$ cat src/rtl/mux16_rr_arbiter_pkg.sv
// Shared types and sizes for the 16-way round-robin mux arbiter.
package mux16_arb_pkg;
    localparam int N_REQ = 16;
    localparam int SEL_W = 4;

    typedef enum logic {IDLE, GRANT} arb_state_t;
    typedef logic [N_REQ-1:0] req_vec_t;
endpackage

$ cat src/rtl/mux16_rr_arbiter_if.sv
// Requester-side bundle: request vector in, registered one-hot grant and mux select out.
interface mux16_rr_arbiter_if;
    import mux16_arb_pkg::*;

    req_vec_t           req;
    req_vec_t           grant;
    logic [SEL_W-1:0]   sel;
    logic               gnt_valid;

    modport master (output req, input grant, input sel, input gnt_valid);
    modport slave  (input req, output grant, output sel, output gnt_valid);
endinterface

$ cat src/rtl/mux16_rr_arbiter_rr_pick16.sv
// Combinational round-robin picker: first eligible request at or after start, wrapping mod 16.
// Rotates so start lands at bit 0, takes the lowest set bit, then adds start back.
module rr_pick16
    import mux16_arb_pkg::*;
(
    input  req_vec_t           req,
    input  logic [SEL_W-1:0]   start,
    input  req_vec_t           excl,
    output logic               found,
    output logic [SEL_W-1:0]   idx
);
    req_vec_t         cand;
    req_vec_t         rot;
    logic [SEL_W-1:0] off;

    always_comb begin
        cand  = req & ~excl;
        rot   = req_vec_t'({cand, cand} >> start);
        found = |rot;
        off   = '0;
        for (int i = N_REQ - 1; i >= 0; i--) begin
            if (rot[i]) off = SEL_W'(i);
        end
        idx = start + off;
    end
endmodule

$ cat src/rtl/mux16_rr_arbiter.sv
// Round-robin owner of the shared mux16_1 select; one-cycle grant latency, owner bounded to MAX_HOLD cycles under contention.
// All outputs registered; sel feeds the mux select port directly.
module mux16_rr_arbiter
    import mux16_arb_pkg::*;
#(
    parameter int MAX_HOLD = 8
)(
    input  logic                clk,
    input  logic                reset,
    mux16_rr_arbiter_if.slave   arb
);
    localparam int HC_W = $clog2(MAX_HOLD + 1);
    localparam logic [HC_W-1:0] HOLD_MAX = HC_W'(MAX_HOLD);
    localparam logic [0:0] S_IDLE  = 1'b0;
    localparam logic [0:0] S_GRANT = 1'b1;

    logic [0:0]        state_q, state_d;
    req_vec_t          grant_q, grant_d;
    logic [SEL_W-1:0]  sel_q, sel_d;
    logic              gnt_valid_q, gnt_valid_d;
    logic [SEL_W-1:0]  ptr_q, ptr_d;
    logic [HC_W-1:0]   hold_cnt_q, hold_cnt_d;

    logic              pick_found;
    logic [SEL_W-1:0]  pick_idx;
    logic              owner_req;
    logic              others_req;
    logic              take;

    // Excluding grant_q is a no-op in IDLE since grant is zero there.
    rr_pick16 u_pick (
        .req   (arb.req),
        .start (ptr_q),
        .excl  (grant_q),
        .found (pick_found),
        .idx   (pick_idx)
    );

    always_comb begin
        state_d     = state_q;
        grant_d     = grant_q;
        sel_d       = sel_q;
        gnt_valid_d = gnt_valid_q;
        ptr_d       = ptr_q;
        hold_cnt_d  = hold_cnt_q;
        take        = 1'b0;
        owner_req   = |(arb.req & grant_q);
        others_req  = |(arb.req & ~grant_q);

        case (state_q)
            S_IDLE: begin
                take = pick_found;
            end
            default: begin
                if (!owner_req) begin
                    if (pick_found) begin
                        take = 1'b1;
                    end else begin
                        state_d     = S_IDLE;
                        grant_d     = '0;
                        gnt_valid_d = 1'b0;
                        hold_cnt_d  = '0;
                    end
                end else if (hold_cnt_q == HOLD_MAX && others_req) begin
                    take = 1'b1;
                end else if (hold_cnt_q != HOLD_MAX) begin
                    hold_cnt_d = hold_cnt_q + HC_W'(1);
                end
            end
        endcase

        if (take) begin
            state_d     = S_GRANT;
            grant_d     = req_vec_t'(1) << pick_idx;
            sel_d       = pick_idx;
            gnt_valid_d = 1'b1;
            ptr_d       = pick_idx + SEL_W'(1);
            hold_cnt_d  = HC_W'(1);
        end
    end

    always_ff @(posedge clk) begin
        if (!reset) begin
            state_q     <= S_IDLE;
            grant_q     <= '0;
            sel_q       <= '0;
            gnt_valid_q <= 1'b0;
            ptr_q       <= '0;
            hold_cnt_q  <= '0;
        end else begin
            state_q     <= state_d;
            grant_q     <= grant_d;
            sel_q       <= sel_d;
            gnt_valid_q <= gnt_valid_d;
            ptr_q       <= ptr_d;
            hold_cnt_q  <= hold_cnt_d;
        end
    end

    assign arb.grant     = grant_q;
    assign arb.sel       = sel_q;
    assign arb.gnt_valid = gnt_valid_q;
endmodule

$ cat src/flat_wrapper.sv
// flat-port wrapper written by rule: the top's interface ports become plain ports
module mux16_rr_arbiter_flat import mux16_arb_pkg::*;
#(
    parameter int MAX_HOLD = 8
)
  (clk, reset, arb_req, arb_grant, arb_sel, arb_gnt_valid);
  mux16_rr_arbiter_if arb_i ();
  input  logic clk;
  input  logic reset;
  input wire logic [$bits(arb_i.req)-1:0] arb_req;
  output wire logic [$bits(arb_i.grant)-1:0] arb_grant;
  output wire logic [$bits(arb_i.sel)-1:0] arb_sel;
  output wire logic [$bits(arb_i.gnt_valid)-1:0] arb_gnt_valid;
  assign arb_i.req = arb_req;
  assign arb_grant = arb_i.grant;
  assign arb_sel = arb_i.sel;
  assign arb_gnt_valid = arb_i.gnt_valid;
  mux16_rr_arbiter #(.MAX_HOLD(MAX_HOLD)) u_core (.clk(clk), .reset(reset), .arb(arb_i));
endmodule
$ cat config.mk
export PLATFORM = sky130hd
export DESIGN_NAME = mux16_rr_arbiter_flat
export DESIGN_NICKNAME = d
export VERILOG_FILES = /design/src/rtl/mux16_rr_arbiter_pkg.sv /design/src/rtl/mux16_rr_arbiter_if.sv /design/src/rtl/mux16_rr_arbiter_rr_pick16.sv /design/src/rtl/mux16_rr_arbiter.sv /design/src/flat_wrapper.sv
export SDC_FILE = /design/constraint.sdc
export NUM_CORES = 1
export LEC_CHECK = 0
export ABC_AREA = 1
export CAP_MARGIN = 10
export CORE_UTILIZATION = 50
export DETAILED_ROUTE_END_ITERATION = 8
export GPL_TIMING_DRIVEN = 0
export PLACE_DENSITY = 0.74
export SYNTH_ARGS = -nofsm -noshare
export SYNTH_HDL_FRONTEND = slang
export SYNTH_SLANG_ARGS = --single-unit
$ cat constraint.sdc
create_clock -name clk -period 5 [get_ports clk]
set_input_delay 1 -clock clk [delete_from_list [all_inputs] [get_ports clk]]
set_output_delay 1 -clock clk [all_outputs]
set_load 0.03 [all_outputs]
# Word-level counts from Yosys, hierarchy flattened
# Cells that the tools add are included.
dict set report totals {
  register_bits 30
  in_bits 18
  output_inout_bits 21
  elab_cells 72
}
dict set report op_classes {
  add_sub_neg 3
  eq_ne 10
  shift 2
  mux 37
  bitwise 4
  n_reduce_logical 9
}
# operator count
set ops {}
lappend ops {{$mux W4} 20}
lappend ops {{$mux W16} 4}
lappend ops {{$reduce_or A16 Y1} 3}
lappend ops {{$and A16 B16 Y16} 2}
lappend ops {{$shr A32 B4 Y16} 1}
lappend ops {{$not A16 Y16} 1}
lappend ops {{$shl A1 B4 Y16 const A} 1}
lappend ops {{$mux W1} 13}
lappend ops {{$ne A2 B2 Y1 const B} 5}
lappend ops {{$ne A3 B3 Y1 const B} 3}
lappend ops {{$add A4 B1 Y4 const B} 2}
lappend ops {{$reduce_and A4 Y1} 2}
lappend ops {{$add A4 B4 Y4} 1}
lappend ops {{$eq A4 B4 Y1 const B} 1}
lappend ops {{$ne A4 B4 Y1 const B} 1}
lappend ops {{$reduce_and A3 Y1} 1}
lappend ops {{$reduce_bool A2 Y1} 1}
lappend ops {{$reduce_or A2 Y1} 1}
lappend ops {{$logic_and A1 B1 Y1} 1}
lappend ops {{$not A1 Y1} 1}

# Longest topological paths before layout
# Gate-level depths: netlist of run 1.
dict set report depth {
  ltp_word 22
  mapped_depth 33
  mapped_depth_nobuf 32
}

# Cells and area by module
# From an unflattened synthesis of run 1, not the netlist that was laid out.
dict set report hier_totals {
  cells_unflattened 502
  area_unflattened_um2 3161.8
}
# module instances cells_each area_per_inst_um2 seq_area_each_um2
set modules_own_cells {}
lappend modules_own_cells {mux16_rr_arbiter 1 256 1729.2 600.6}
lappend modules_own_cells {rr_pick16 1 246 1432.6 0.0}

# Worst setup path after synthesis of run 1
# Ideal clock, no wire load.
dict set report synth_timing {
  kind {in2reg}
  start {in arb_req[3]}
  end {reg u_core.ptr_q[2]}
  setup_time_ns 0.122
  t_arrival_ns 3.706
  t_required_ns 4.878
  setup_slack_ns 1.171
  stages 29
  path_buffers 0
  path_cell_list {inv_1 > nor2_1 > nand2_1 > nand3_1 > nand3_1 > nand2_1 > nand2_1 > nand2_1 > nand2_1 > nand2_1 > nand2_1 > nand2_1 > nand2_1 > nand2_1 > nand2_1 > nand2_1 > nand2_1 > nand2_1 > nand2_1 > nand2_1 > nand2_1 > a21oi_1 > ha_1 > inv_1 > fa_1 > xnor2_1 > ha_1 > o21ai_0 > a21oi_1}
}
dict set report synth_via {
  elab_chain_cells 20
  elab_cells_between_ends 29
  classes_between {add/sub (2); shift (1); mux (20); bitwise (2); reduce/logical (4)}
}
# item line
set synth_rtl {}
lappend synth_rtl {{start, declared} flat_wrapper.sv:10} ;# input wire logic [$bits(arb_i.req)-1:0] arb_req;
lappend synth_rtl {{$and A16 B16 Y16} {mux16_rr_arbiter_rr_pick16.sv:17, mux16_rr_arbiter.sv:48}}
lappend synth_rtl {{$shr A32 B4 Y16} mux16_rr_arbiter_rr_pick16.sv:18} ;# rot = req_vec_t'({cand, cand} >> start);
lappend synth_rtl {{$mux W4 (16 in a row)} mux16_rr_arbiter_rr_pick16.sv:22} ;# if (rot[i]) off = SEL_W'(i);
lappend synth_rtl {{$add A4 B4 Y4} mux16_rr_arbiter_rr_pick16.sv:24} ;# idx = start + off;
lappend synth_rtl {{$add A4 B1 Y4} mux16_rr_arbiter.sv:77} ;# ptr_d = pick_idx + SEL_W'(1);
lappend synth_rtl {{end signal, assigned} mux16_rr_arbiter.sv:95} ;# ptr_q <= ptr_d;
lappend synth_rtl {{end, declared} mux16_rr_arbiter.sv:21} ;# logic [SEL_W-1:0] ptr_q, ptr_d;
# Parallel ways exist; a longest one is shown, timed or not.
# A chain may end at the register's enable or synchronous reset.

# Worst setup path in the final report of run 1
# Same ends and word-level chain as after synthesis.

==> results of run 1 <==
## sequential cells by signal, indices dropped and copies added, names as in the netlist
signal and cells:
u_core.arb.gnt_valid 1, u_core.arb.grant 16, u_core.arb.sel 4, u_core.hold_cnt_q 4, u_core.ptr_q 4, u_core.state_q 1
## worst max-delay path: cells and delay by family
family / cells / cell delay [ns]
compound gates: 3 / 0.42
fa+ha+maj: 3 / 1.08
buf+inv: 3 / 0.64
simple gates: 21 / 1.55
## power by group through the flow
stage                     Clock [µW]  Sequential [µW]  Combinational (µW)
final                            203              359                2030
after global routing             217              365                2250
after CTS                        206              358                1970
after detailed placement           0              362                1960
after global placement             0              361                1920
after floorplan                    0              424                1420
## cells in the final DEF, fill, tap and decap left out, types with 4 or more instances in the layout
cell / n
inv_2: 11
buf_2: 8
inv_1: 49
nor2_2: 4
dfxtp_1: 30
o21ai_1: 11
nor2_1: 14
nand3_1: 86
nand2_2: 4
clkbuf_8: 6
o21ai_0: 9
ha_1: 8
a21oi_1: 32
a31oi_1: 4
nand2_1: 121
clkdlybuf4s50_1: 38
nand3_2: 15
buf_6: 6
## worst max-delay path by stage
stage                                     end  slack, ns  depth (start not counted)
after CTS                 u_core.arb.grant[6]       0.34                         31
final                         u_core.ptr_q[2]       0.46                         30
after floorplan               u_core.ptr_q[2]       1.17                         29
after detailed placement  u_core.arb.grant[6]       0.04                         31
after global routing      u_core.arb.grant[6]       0.02                         31
after global placement    u_core.arb.grant[6]       0.12                         31
## cells by family after synthesis
kind of cell,after synthesis
and+or+nand+nor,264
buffers and inverters,80
AOI/OAI and AO/OA,74
DFF,30
adders and majority gates,9
xor gates and xnor gates,2
## area by class of cell
class | count | area share
clock inverter | 1 | 0.001453
timing repair buffer | 38 | 0.1105
multi-input combinational | 349 | 0.5563
tap | 72 | 0.02616
sequential | 30 | 0.1744
clock buffer | 7 | 0.02507
inverter | 63 | 0.07049
buffer | 17 | 0.03561
## through the flow
stage / instance area, µm² / hold WS [ns] / setup WS (ns) / cells / util
final: 3443 / 0.4657 / 0.4649 / 577 / 0.6253
after CTS: 3426 / 0.4731 / 0.3393 / 577 / 0.6221
after floorplan: 2864 / 0.4714 / 1.171 / 459 / -
after global routing: 3443 / 0.4930 / 0.01667 / 577 / 0.6253
after global placement: 3334 / 0.4550 / 0.1237 / 569 / 0.6055
after detailed placement: 3334 / 0.4589 / 0.03639 / 569 / 0.6055
## cells in the mapped netlist, types with 3 or more instances
| cell type | instances | area share |
|---|---|---|
| nand2_1 | 121 | 0.16 |
| nand3_1 | 86 | 0.15 |
| inv_1 | 49 | 0.064 |
| a21oi_1 | 32 | 0.056 |
| dfxtp_1 | 30 | 0.21 |
| nand3_2 | 15 | 0.052 |
| nor2_1 | 14 | 0.018 |
| inv_2 | 11 | 0.014 |
| o21ai_1 | 11 | 0.019 |
| o21ai_0 | 9 | 0.016 |
| buf_2 | 8 | 0.014 |
| ha_1 | 8 | 0.035 |
| buf_6 | 6 | 0.024 |
| nor3_1 | 5 | 0.0087 |
| a31oi_1 | 4 | 0.0087 |
| nand2_2 | 4 | 0.0087 |
| nor2_2 | 4 | 0.0087 |
| a21oi_2 | 3 | 0.0092 |
## layer usage
layer	wire, µm	global-route usage
met2	3970	0.5080
met3	560	0.03882
met5	0	0
met4	272	0.1340
met1	3840	0.3805
==> impl_metrics.csv, run 1 <==
group,metric,value,unit
floorplan,coreArea,5507,µm²
sta,hold_violations,0,
power,p_leak,0.001552,µW
clocking,cts-root-buf,"clkbuf_8",
power,p_per_area,754.0,nW/µm²
sta,fin_skew,0.007580,ns
setup_path,arrival,4.71,ns
clocking,ctsResizeCount,0,
route,vias,3260,
sta,setup_violations,0,
cells_and_area,fill_cells,531,
floorplan,dieArea,6035,µm²
clocking,path_clk_slew,0.06,ns
worst_hold_path,holdPathEnd,"u_core.arb.gnt_valid",
power,p_sw_frac,0.5661,
setup_path,cpPeakStageDelay,0.59,ns
logic_synthesis,synth_area,2864,µm²
setup_path,r2r_slack,1.01,ns
floorplan,start_util,0.5201,
grt,antenna_found_initial,0,
run_status,status,"complete, no violations",
logic_synthesis,synth_fa_ha_area_frac,0.04194,
sta,period_share,0.9070,
grt,grt_util_all_layers,0.3010,
route,vias_per_cell,5.650,
sta,setup_tns,0,ns
setup_path,critical_path_class,"in2reg",
power,total_power,2596,µW
worst_hold_path,min_path_cells,2,
sta,fin_crit,4.535,ns
sta,worstMarginPinSlew,0.4995,ns
grt,grt_max_degree,11,
clocking,cts_tree,"yes",
worst_hold_path,worstHoldStart,"u_core.arb.gnt_valid",
logic_synthesis,synth_mux_area_frac,0,
logic_synthesis,synth_top_family_by_area,"simple AND/OR/NAND/NOR gates",
route,drt-total-wl,8645,µm
worst_hold_path,hp-class,"reg2reg",
floorplan,fp.dieW,77.69,µm
cells_and_area,drive_gt1_frac,0.1564,
power,pwr-share-comb,0.784,
clocking,numClockSinks,30,
sta,relSlewSlack,0.6670,
sta,max_freq,220.5,MHz
cells_and_area,layout.nets,531,
logic_synthesis,synth_xor_area_frac,0.006116,
route,drt-wirelength-per-cell,14.98,µm
cells_and_area,n_antenna_cell,0,
logic_synthesis,ys_types,45,
grt,grt_pass1_vias,3069,
setup_path,crit_path_top_delay_cell,"fa_1",
logic_synthesis,synth-compound-area-share,0.1568,
power,pwr-share-clk,0.078,
place,port_buffers,38,
flow_run,cap_violations,0,
setup_path,startpoint_type,"primary input",
logic_synthesis,synth_cells,459,
logic_synthesis,synth_edf_count,0,
setup_path,critical_path.max_fanout,6,
floorplan,fp.dieH,77.69,µm
setup_path,timing.rr.start,"u_core.ptr_q[1]",
setup_path,crit_required,5.17,ns
clocking,cts_setup_buffers,0,
clocking,cts_max_path_buffers,2,
clocking,cts_hold_buf,0,
power,power.internal,1127,µW
power,peakVddDrop,0.0004239,V
clocking,numCtsBuffers,5,
logic_synthesis,ys_warn_count,0,
floorplan,ioPinCount,39,
power,power_frac_seq,0.138,
cells_and_area,area_growth_syn_to_layout,20.23,%
logic_synthesis,yosysSeqAreaShare,0.2097,
sta,rsz0062_at_grt,"false",
logic_synthesis,synth_nets,486,
place,dp_hpwl,6850,µm
logic_synthesis,synth_seq_cells,30,
floorplan,fp-row-count,27,
sta,slew_viol_final,0,
logic_synthesis,yosys.area_share.simple,0.4578,
clocking,clock_latency,0.29,ns
setup_path,cp-startpoint,"arb_req[3]",
route,drtAntennaViolNets,0,
grt,grt_pass1_wl,14320,µm
cells_and_area,multi_input_area,1916,µm²
logic_synthesis,synth_ff_type,"dfxtp_1",
route,drc_errors,0,
setup_path,end_kind,"register",
setup_path,cpMostUsedCell,"nand2_1",
route,drt-initial-drc-count,232,
cells_and_area,regArea,600.6,µm²
logic_synthesis,async_flop_share,0,
route,dr.pass1.iters,5,
setup_path,r2r_cells,27,
clocking,ctsHtreeMaxLevel,2,
place,gp_congestion,0.9474,
power,p_switching,1470,µW
setup_path,worstReg2RegEnd,"u_core.ptr_q[2]",
grt,gr-total-overflow,0,
logic_synthesis,avgSynthCellArea,6.240,µm²
Note: power is estimated with default switching activity, not from simulation.
==> run 2, diff against run 1 <==
--- a/config.mk
+++ b/config.mk
@@ -5,12 +5,11 @@
 export SDC_FILE = /design/constraint.sdc
 export NUM_CORES = 1
 export LEC_CHECK = 0
-export ABC_AREA = 1
 export CAP_MARGIN = 10
 export CORE_UTILIZATION = 50
 export DETAILED_ROUTE_END_ITERATION = 8
 export GPL_TIMING_DRIVEN = 0
-export PLACE_DENSITY = 0.74
+export PLACE_DENSITY = 0.73
 export SYNTH_ARGS = -nofsm -noshare
 export SYNTH_HDL_FRONTEND = slang
 export SYNTH_SLANG_ARGS = --single-unit
==> run 2 against run 1 <==
Register-to-register slack got worse by 0.59 ns. Clock skew fell by 0.0041 ns. Fmax fell by 8.6%. Largest power group unchanged.
==> impl_metrics.csv, run 2 <==
group,metric,value,unit
floorplan,dieArea,6650,µm²
logic_synthesis,yosysMostFrequentCell,"nor2_1",
cells_and_area,final_common_cell,"nor2_1",
logic_synthesis,synth_nets,423,
grt,grt_util_all_layers,0.2906,
grt,grt_pass1_vias,2916,
power,peakVddDrop,0.0004952,V
sta,period_share,0.9919,
grt,grt_pass1_wl,14520,µm
clocking,ctsHtreeMaxLevel,2,
logic_synthesis,synth_edf_count,0,
power,p_leak,0.001495,µW
logic_synthesis,synth_cells,396,
place,dp_hpwl,7440,µm
route,drt-wirelength-per-cell,18.93,µm
clocking,cts_max_path_buffers,2,
sta,setup_slack,0.04041,ns
sta,hold_violations,0,
sta,worstMarginPinSlew,0.7254,ns
route,vias_per_cell,6.633,
setup_path,critical_path.max_fanout,7,
clocking,clock_latency,0.29,ns
logic_synthesis,synthTopCellsByArea,"dfxtp_1 19%, mux4_2 7.1%, nor2_1 5.0%",
sta,setup_violations,0,
power,p_per_area,696.1,nW/µm²
grt,antenna_found_initial,0,
clocking,numClockSinks,30,
cells_and_area,largest_reg_flops,16,
route,drtAntennaViolNets,0,
place,dp_slack,-0.7569,ns
logic_synthesis,synth_seq_cells,30,
route,drt-initial-drc-count,296,
floorplan,fp.dieH,81.55,µm
logic_synthesis,synth_common_cells,"42 x nor2_1, 30 x dfxtp_1, 30 x nand2_1, 23 x a21oi_1, 19 x nand2b_1",
worst_hold_path,hp-class,"reg2reg",
floorplan,start_util,0.5251,
cells_and_area,area_growth_syn_to_layout,23.61,%
clocking,numCtsBuffers,5,
logic_synthesis,synth_area,3164,µm²
setup_path,timing.rr.start,"u_core.ptr_q[1]",
logic_synthesis,yosysTopAreaCell,"dfxtp_1",
clocking,path_clk_slew,0.07,ns
logic_synthesis,synth_ff_type,"dfxtp_1",
cells_and_area,final_cells,523,
clocking,cts_hold_buf,0,
place,place_area,3638,µm²
worst_hold_path,worstHoldStart,"u_core.arb.gnt_valid",
flow_run,cap_violations,0,
route,drc_errors,0,
route,vias,3469,
logic_synthesis,yosysSeqAreaShare,0.1898,
grt,grt_max_degree,11,
setup_path,end_kind,"register",
logic_synthesis,ys_types,72,
cells_and_area,final_core_util,0.6491,
sta,slew_viol_final,0,
place,gp_congestion,0.9186,
grt,gr-total-overflow,0,
cells_and_area,layout.nets,474,
logic_synthesis,avgSynthCellArea,7.991,µm²
floorplan,fp-row-count,28,
clocking,cts-root-buf,"clkbuf_8",
logic_synthesis,async_flop_share,0,
setup_path,startpoint_type,"primary input",
setup_path,critical_path_class,"in2reg",
sta,rsz0062_at_grt,"true",
sta,max_freq,201.6,MHz
route,drt-total-wl,9899,µm
logic_synthesis,synth_top_area_frac,0.1898,
place,place_inst,509,
cells_and_area,layout_common_cells,"39 x nor2_1, 36 x clkdlybuf4s50_1, 30 x dfxtp_1, 29 x nand2_1, 23 x a21oi_1",
cells_and_area,drive_gt1_frac,0.1629,
floorplan,coreArea,6026,µm²
cells_and_area,fin_area,3911,µm²
cells_and_area,n_antenna_cell,0,
setup_path,crit_required,5.18,ns
route,dr.pass1.iters,5,
setup_path,cp-startpoint,"arb_req[10]",
sta,fin_skew,0.003491,ns
run_status,status,"complete, no violations",
floorplan,ioPinCount,39,
sta,fin_crit,4.960,ns
place,port_buffers,38,
floorplan,fp.dieW,81.55,µm
clocking,cts_tree,"yes",
setup_path,arrival,5.14,ns
logic_synthesis,ys_warn_count,0,
sta,relSlewSlack,0.5113,
-- run 2: changes by cell type after synthesis, sizes merged, moves of 8 or more --
cell    before  now
nand2      125   30
nand3      101   11
inv         62   19
nor2        22   42
nand2b       0   19
nor2b        0   19
mux2i        0   16
o22ai        2   16
a21oi       36   23
o21ai       23   11
mux4         0   10
a22o         1    9
-- run 2: logic make-up after synthesis --
logic type	synth area share
buffers and inverters	0.05694
multiplexers	0.1400
XOR/XNOR	0.01542
adder cells (fa/ha/maj)	0.03796
flip-flops	0.1898
AO/OA/AOI/OAI	0.2756
AND/OR/NAND/NOR	0.2843
-- run 2: path summary, 6_finish.rpt --
kind              depth (start not counted)              endpoint  slack (ns)
setup / recovery                         18  u_core.arb.grant[12]        0.04
hold / removal                            2  u_core.arb.gnt_valid        0.47
setup reg to reg                         18  u_core.arb.grant[12]        0.42
hold reg to reg                           2  u_core.arb.gnt_valid        0.47
-- run 2: layer usage --
layer,track usage,share of wire
met4,0.1000,0.026
met3,0.02333,0.062
met1,0.3901,0.45
met2,0.4867,0.46
met5,0,0
-- run 2: through the flow --
step	TNS, ns	total power, µW	hold WS, ns
2_1_floorplan	0	1812	0.4583
3_3_place_gp	-12.04	2254	0.4507
3_5_place_dp	-12.58	2277	0.4598
4_1_cts	0	2596	0.4736
5_1_grt	-0.1390	2903	0.5014
6_report	0	2723	0.4694
-- run 2: cell type report --
type / count / area (µm²)
plain buffers: 19 / 97.59
repair buffers: 46 / 441.7
clock inverters: 3 / 40.04
flip-flops and latches: 30 / 600.6
multi-input cells: 325 / 2494
fillers: 529 / 2115
well taps: 75 / 93.84
clock buffers: 5 / 68.82
inverters: 20 / 75.07
-- run 2: timing repair --
| item | 4_1_cts | 5_1_grt |
|---|---|---|
| setup buffers | 3 | 5 |
| endpoints found under the setup margin | 19 | 19 |
| pin swaps | 2 | 6 |
| gates resized for setup | 10 | 15 |
-- run 2: worst max-delay path: stages --
cell and delay [ns]:
clkdlybuf4s50_1 0.54, nand2b_1 0.14, mux4_2 0.53, mux2_2 0.29, o311a_1 0.13, a2111o_1 0.40
a31oi_1 0.20, o221ai_1 0.16, o2bb2ai_1 0.16, nand2_1 0.09, ha_1 0.17, a21o_1 0.11
a21oi_1 0.09, xnor2_2 0.35, nand2_1 0.12, o2bb2ai_2 0.21, nor2_4 0.10, o32ai_1 0.34
-- run 2: where the power goes --
part           internal, µW  switching, µW  total, µW
registers               298           64.3        362
clock network           146           96.5        243
logic                   870           1250       2120
==> run 3, diff against run 2 <==
--- a/config.mk
+++ b/config.mk
@@ -6,6 +6,7 @@
 export NUM_CORES = 1
 export LEC_CHECK = 0
 export CAP_MARGIN = 10
+export CORE_MARGIN = 1.5
 export CORE_UTILIZATION = 50
 export DETAILED_ROUTE_END_ITERATION = 8
 export GPL_TIMING_DRIVEN = 0
==> run 3 against run 2 <==
Fmax rose by 1.8%. Largest cell class unchanged. Wire length rose by 2.6%. Via count fell by 2.0%. Sequential cell count did not move. Clock skew rose by 0.0018 ns. Sequential share of layout area fell by 0.093 points. Combinational power rose by 3%. Clock-buffer cell count rose by 1. Worst setup slack improved by 0.087 ns.
==> impl_metrics.csv, run 3 (synthesized netlist as in run 2, its figures left out) <==
group,metric,value,unit
run_status,status,"complete, no violations",
floorplan,start_util,0.5251,
route,drtAntennaViolNets,0,
flow_run,cap_violations,0,
sta,setup_tns,0,ns
setup_path,cp-startpoint,"arb_req[5]",
route,vias_per_cell,6.522,
place,dp_hpwl,7584,µm
setup_path,end_kind,"register",
route,drc_errors,0,
grt,grt_pass1_wl,15250,µm
grt,grt_pass1_vias,3023,
place,port_buffers,38,
clocking,clock_latency,0.29,ns
setup_path,worstReg2RegEnd,"u_core.arb.grant[8]",
grt,grt_util_all_layers,0.3016,
power,pwr-share-comb,0.779,
sta,hold_violations,0,
setup_path,arrival,5.07,ns
sta,fin_crit,4.872,ns
cells_and_area,area_growth_syn_to_layout,24.36,%
clocking,cts_max_path_buffers,2,
sta,relSlewSlack,0.5120,
setup_path,endpoint,"u_core.arb.grant[8]",
power,power_frac_seq,0.130,
grt,grt_max_degree,11,
power,p_switching,1452,µW
cells_and_area,n_antenna_cell,0,
setup_path,crit_required,5.20,ns
cells_and_area,fill_cells,528,
sta,slew_viol_final,0,
setup_path,critical_path.max_fanout,8,
power,peakVddDrop,0.0005317,V
setup_path,critical_path_class,"in2reg",
cells_and_area,final_core_util,0.6530,
floorplan,coreArea,6026,µm²
worst_hold_path,hp-class,"reg2reg",
setup_path,r2r_cells,14,
route,drt-total-wl,10160,µm
power,p_per_area,709.7,nW/µm²
clocking,path_clk_slew,0.06,ns
floorplan,fp.dieH,82.55,µm
grt,gr-total-overflow,0,
grt,antenna_found_initial,0,
sta,period_share,0.9744,
worst_hold_path,worstHoldStart,"u_core.arb.gnt_valid",
power,power.internal,1340,µW
sta,fin_skew,0.005271,ns
floorplan,ioPinCount,39,
route,dr.pass1.iters,5,
cells_and_area,layout_common_cells,"37 x nor2_1, 32 x clkdlybuf4s50_1, 30 x dfxtp_1, 28 x nand2_1, 21 x a21oi_1",
floorplan,dieArea,6815,µm²
sta,worstMarginPinSlew,0.7243,ns
floorplan,fp.dieW,82.55,µm
place,gp_congestion,0.9282,
route,vias,3398,
cells_and_area,largest_reg_flops,16,
setup_path,r2r_slack,0.43,ns
clocking,numClockSinks,30,
floorplan,fp-row-count,28,
cells_and_area,layout.nets,473,
power,p_leak,0.001526,µW
setup_path,timing.rr.start,"u_core.ptr_q[1]",
route,drt-initial-drc-count,377,
sta,setup_violations,0,
cells_and_area,drive_gt1_frac,0.1682,
power,pwr-share-clk,0.091,
power,p_sw_frac,0.5201,
route,drt-wirelength-per-cell,19.49,µm
sta,max_freq,205.2,MHz
clocking,cts_tree,"yes",
clocking,cts-root-buf,"clkbuf_8",
clocking,cts_hold_buf,0,
cells_and_area,regArea,600.6,µm²
clocking,numCtsBuffers,5,
cells_and_area,final_common_cell,"nor2_1",
setup_path,startpoint_type,"primary input",
clocking,ctsHtreeMaxLevel,2,
cells_and_area,multi_input_area,2511,µm²
[run 3: cell types whose count changed in the layout (fill, tap and decap cells not counted), sizes merged]
cell / change
buf: -1
clkdlybuf4s50: -4
dlymetal6s2s: +4
clkbuf: +1
clkinv: -2
[run 3: how the worst min path moves through the flow]
| stage | slack (ns) | cells past startpoint | endpoint |
|---|---|---|---|
| detailed placement | 0.46 | 2 | u_core.arb.gnt_valid |
| floorplan | 0.46 | 2 | u_core.hold_cnt_q[3] |
| global placement | 0.45 | 2 | u_core.arb.gnt_valid |
| finish | 0.47 | 2 | u_core.arb.gnt_valid |
| CTS | 0.48 | 2 | u_core.arb.gnt_valid |
| global route | 0.52 | 2 | u_core.arb.gnt_valid |
[run 3: final cells by class]
type / count / share of cell area
well taps: 75 / 0.02385
clock buffers: 6 / 0.02099
repair buffers: 45 / 0.1129
plain buffers: 19 / 0.02480
inverters: 20 / 0.01908
multi-input cells: 325 / 0.6382
clock inverters: 1 / 0.007631
flip-flops and latches: 30 / 0.1526
[run 3: power groups by stage]
stage | registers [µW] | clock network, µW | logic [µW]
6_report | 362 | 255 | 2180
5_1_grt | 369 | 264 | 2340
4_1_cts | 359 | 254 | 2010
3_5_place_dp | 364 | 0 | 1930
2_1_floorplan | 418 | 0 | 1390
3_3_place_gp | 363 | 0 | 1890
[run 3: per-layer routing]
layer  routed length [µm]  track usage
met1                 4334       0.4089
met5                    0            0
met3                  692      0.04066
met2                 4807       0.4740
met4                  321       0.1383
[run 3: critical path, cell delays in order]
cell,delay [ns]
clkdlybuf4s50_1,0.51
nand2b_1,0.10
mux4_2,0.51
mux2_2,0.31
o311a_1,0.13
a2111o_1,0.42
a31oi_2,0.19
o221ai_1,0.15
o2bb2ai_1,0.16
nand2_1,0.08
ha_1,0.18
inv_1,0.07
fa_2,0.40
xnor2_4,0.17
or3_4,0.45
o32ai_1,0.22
[run 3: what timing repair did]
item | CTS | global route
gates cloned | 0 | 0
gates resized for setup | 12 | 21
setup buffers | 3 | 4
endpoints found under the hold margin | 0 | 0
pin swaps | 1 | 4
endpoints found under the setup margin | 20 | 19
[run 3: metrics by stage]
step	total power [µW]	instances	setup slack (ns)	hold slack, ns	instance area, µm²
after global placement	2256	509	-0.7120	0.4498	3638
after global routing	2971	521	-0.02047	0.5180	3935
after CTS	2627	517	0.006296	0.4770	3825
after detailed placement	2295	509	-0.8049	0.4634	3638
after floorplan	1812	396	0.3379	0.4583	3164
final	2793	521	0.1278	0.4740	3935
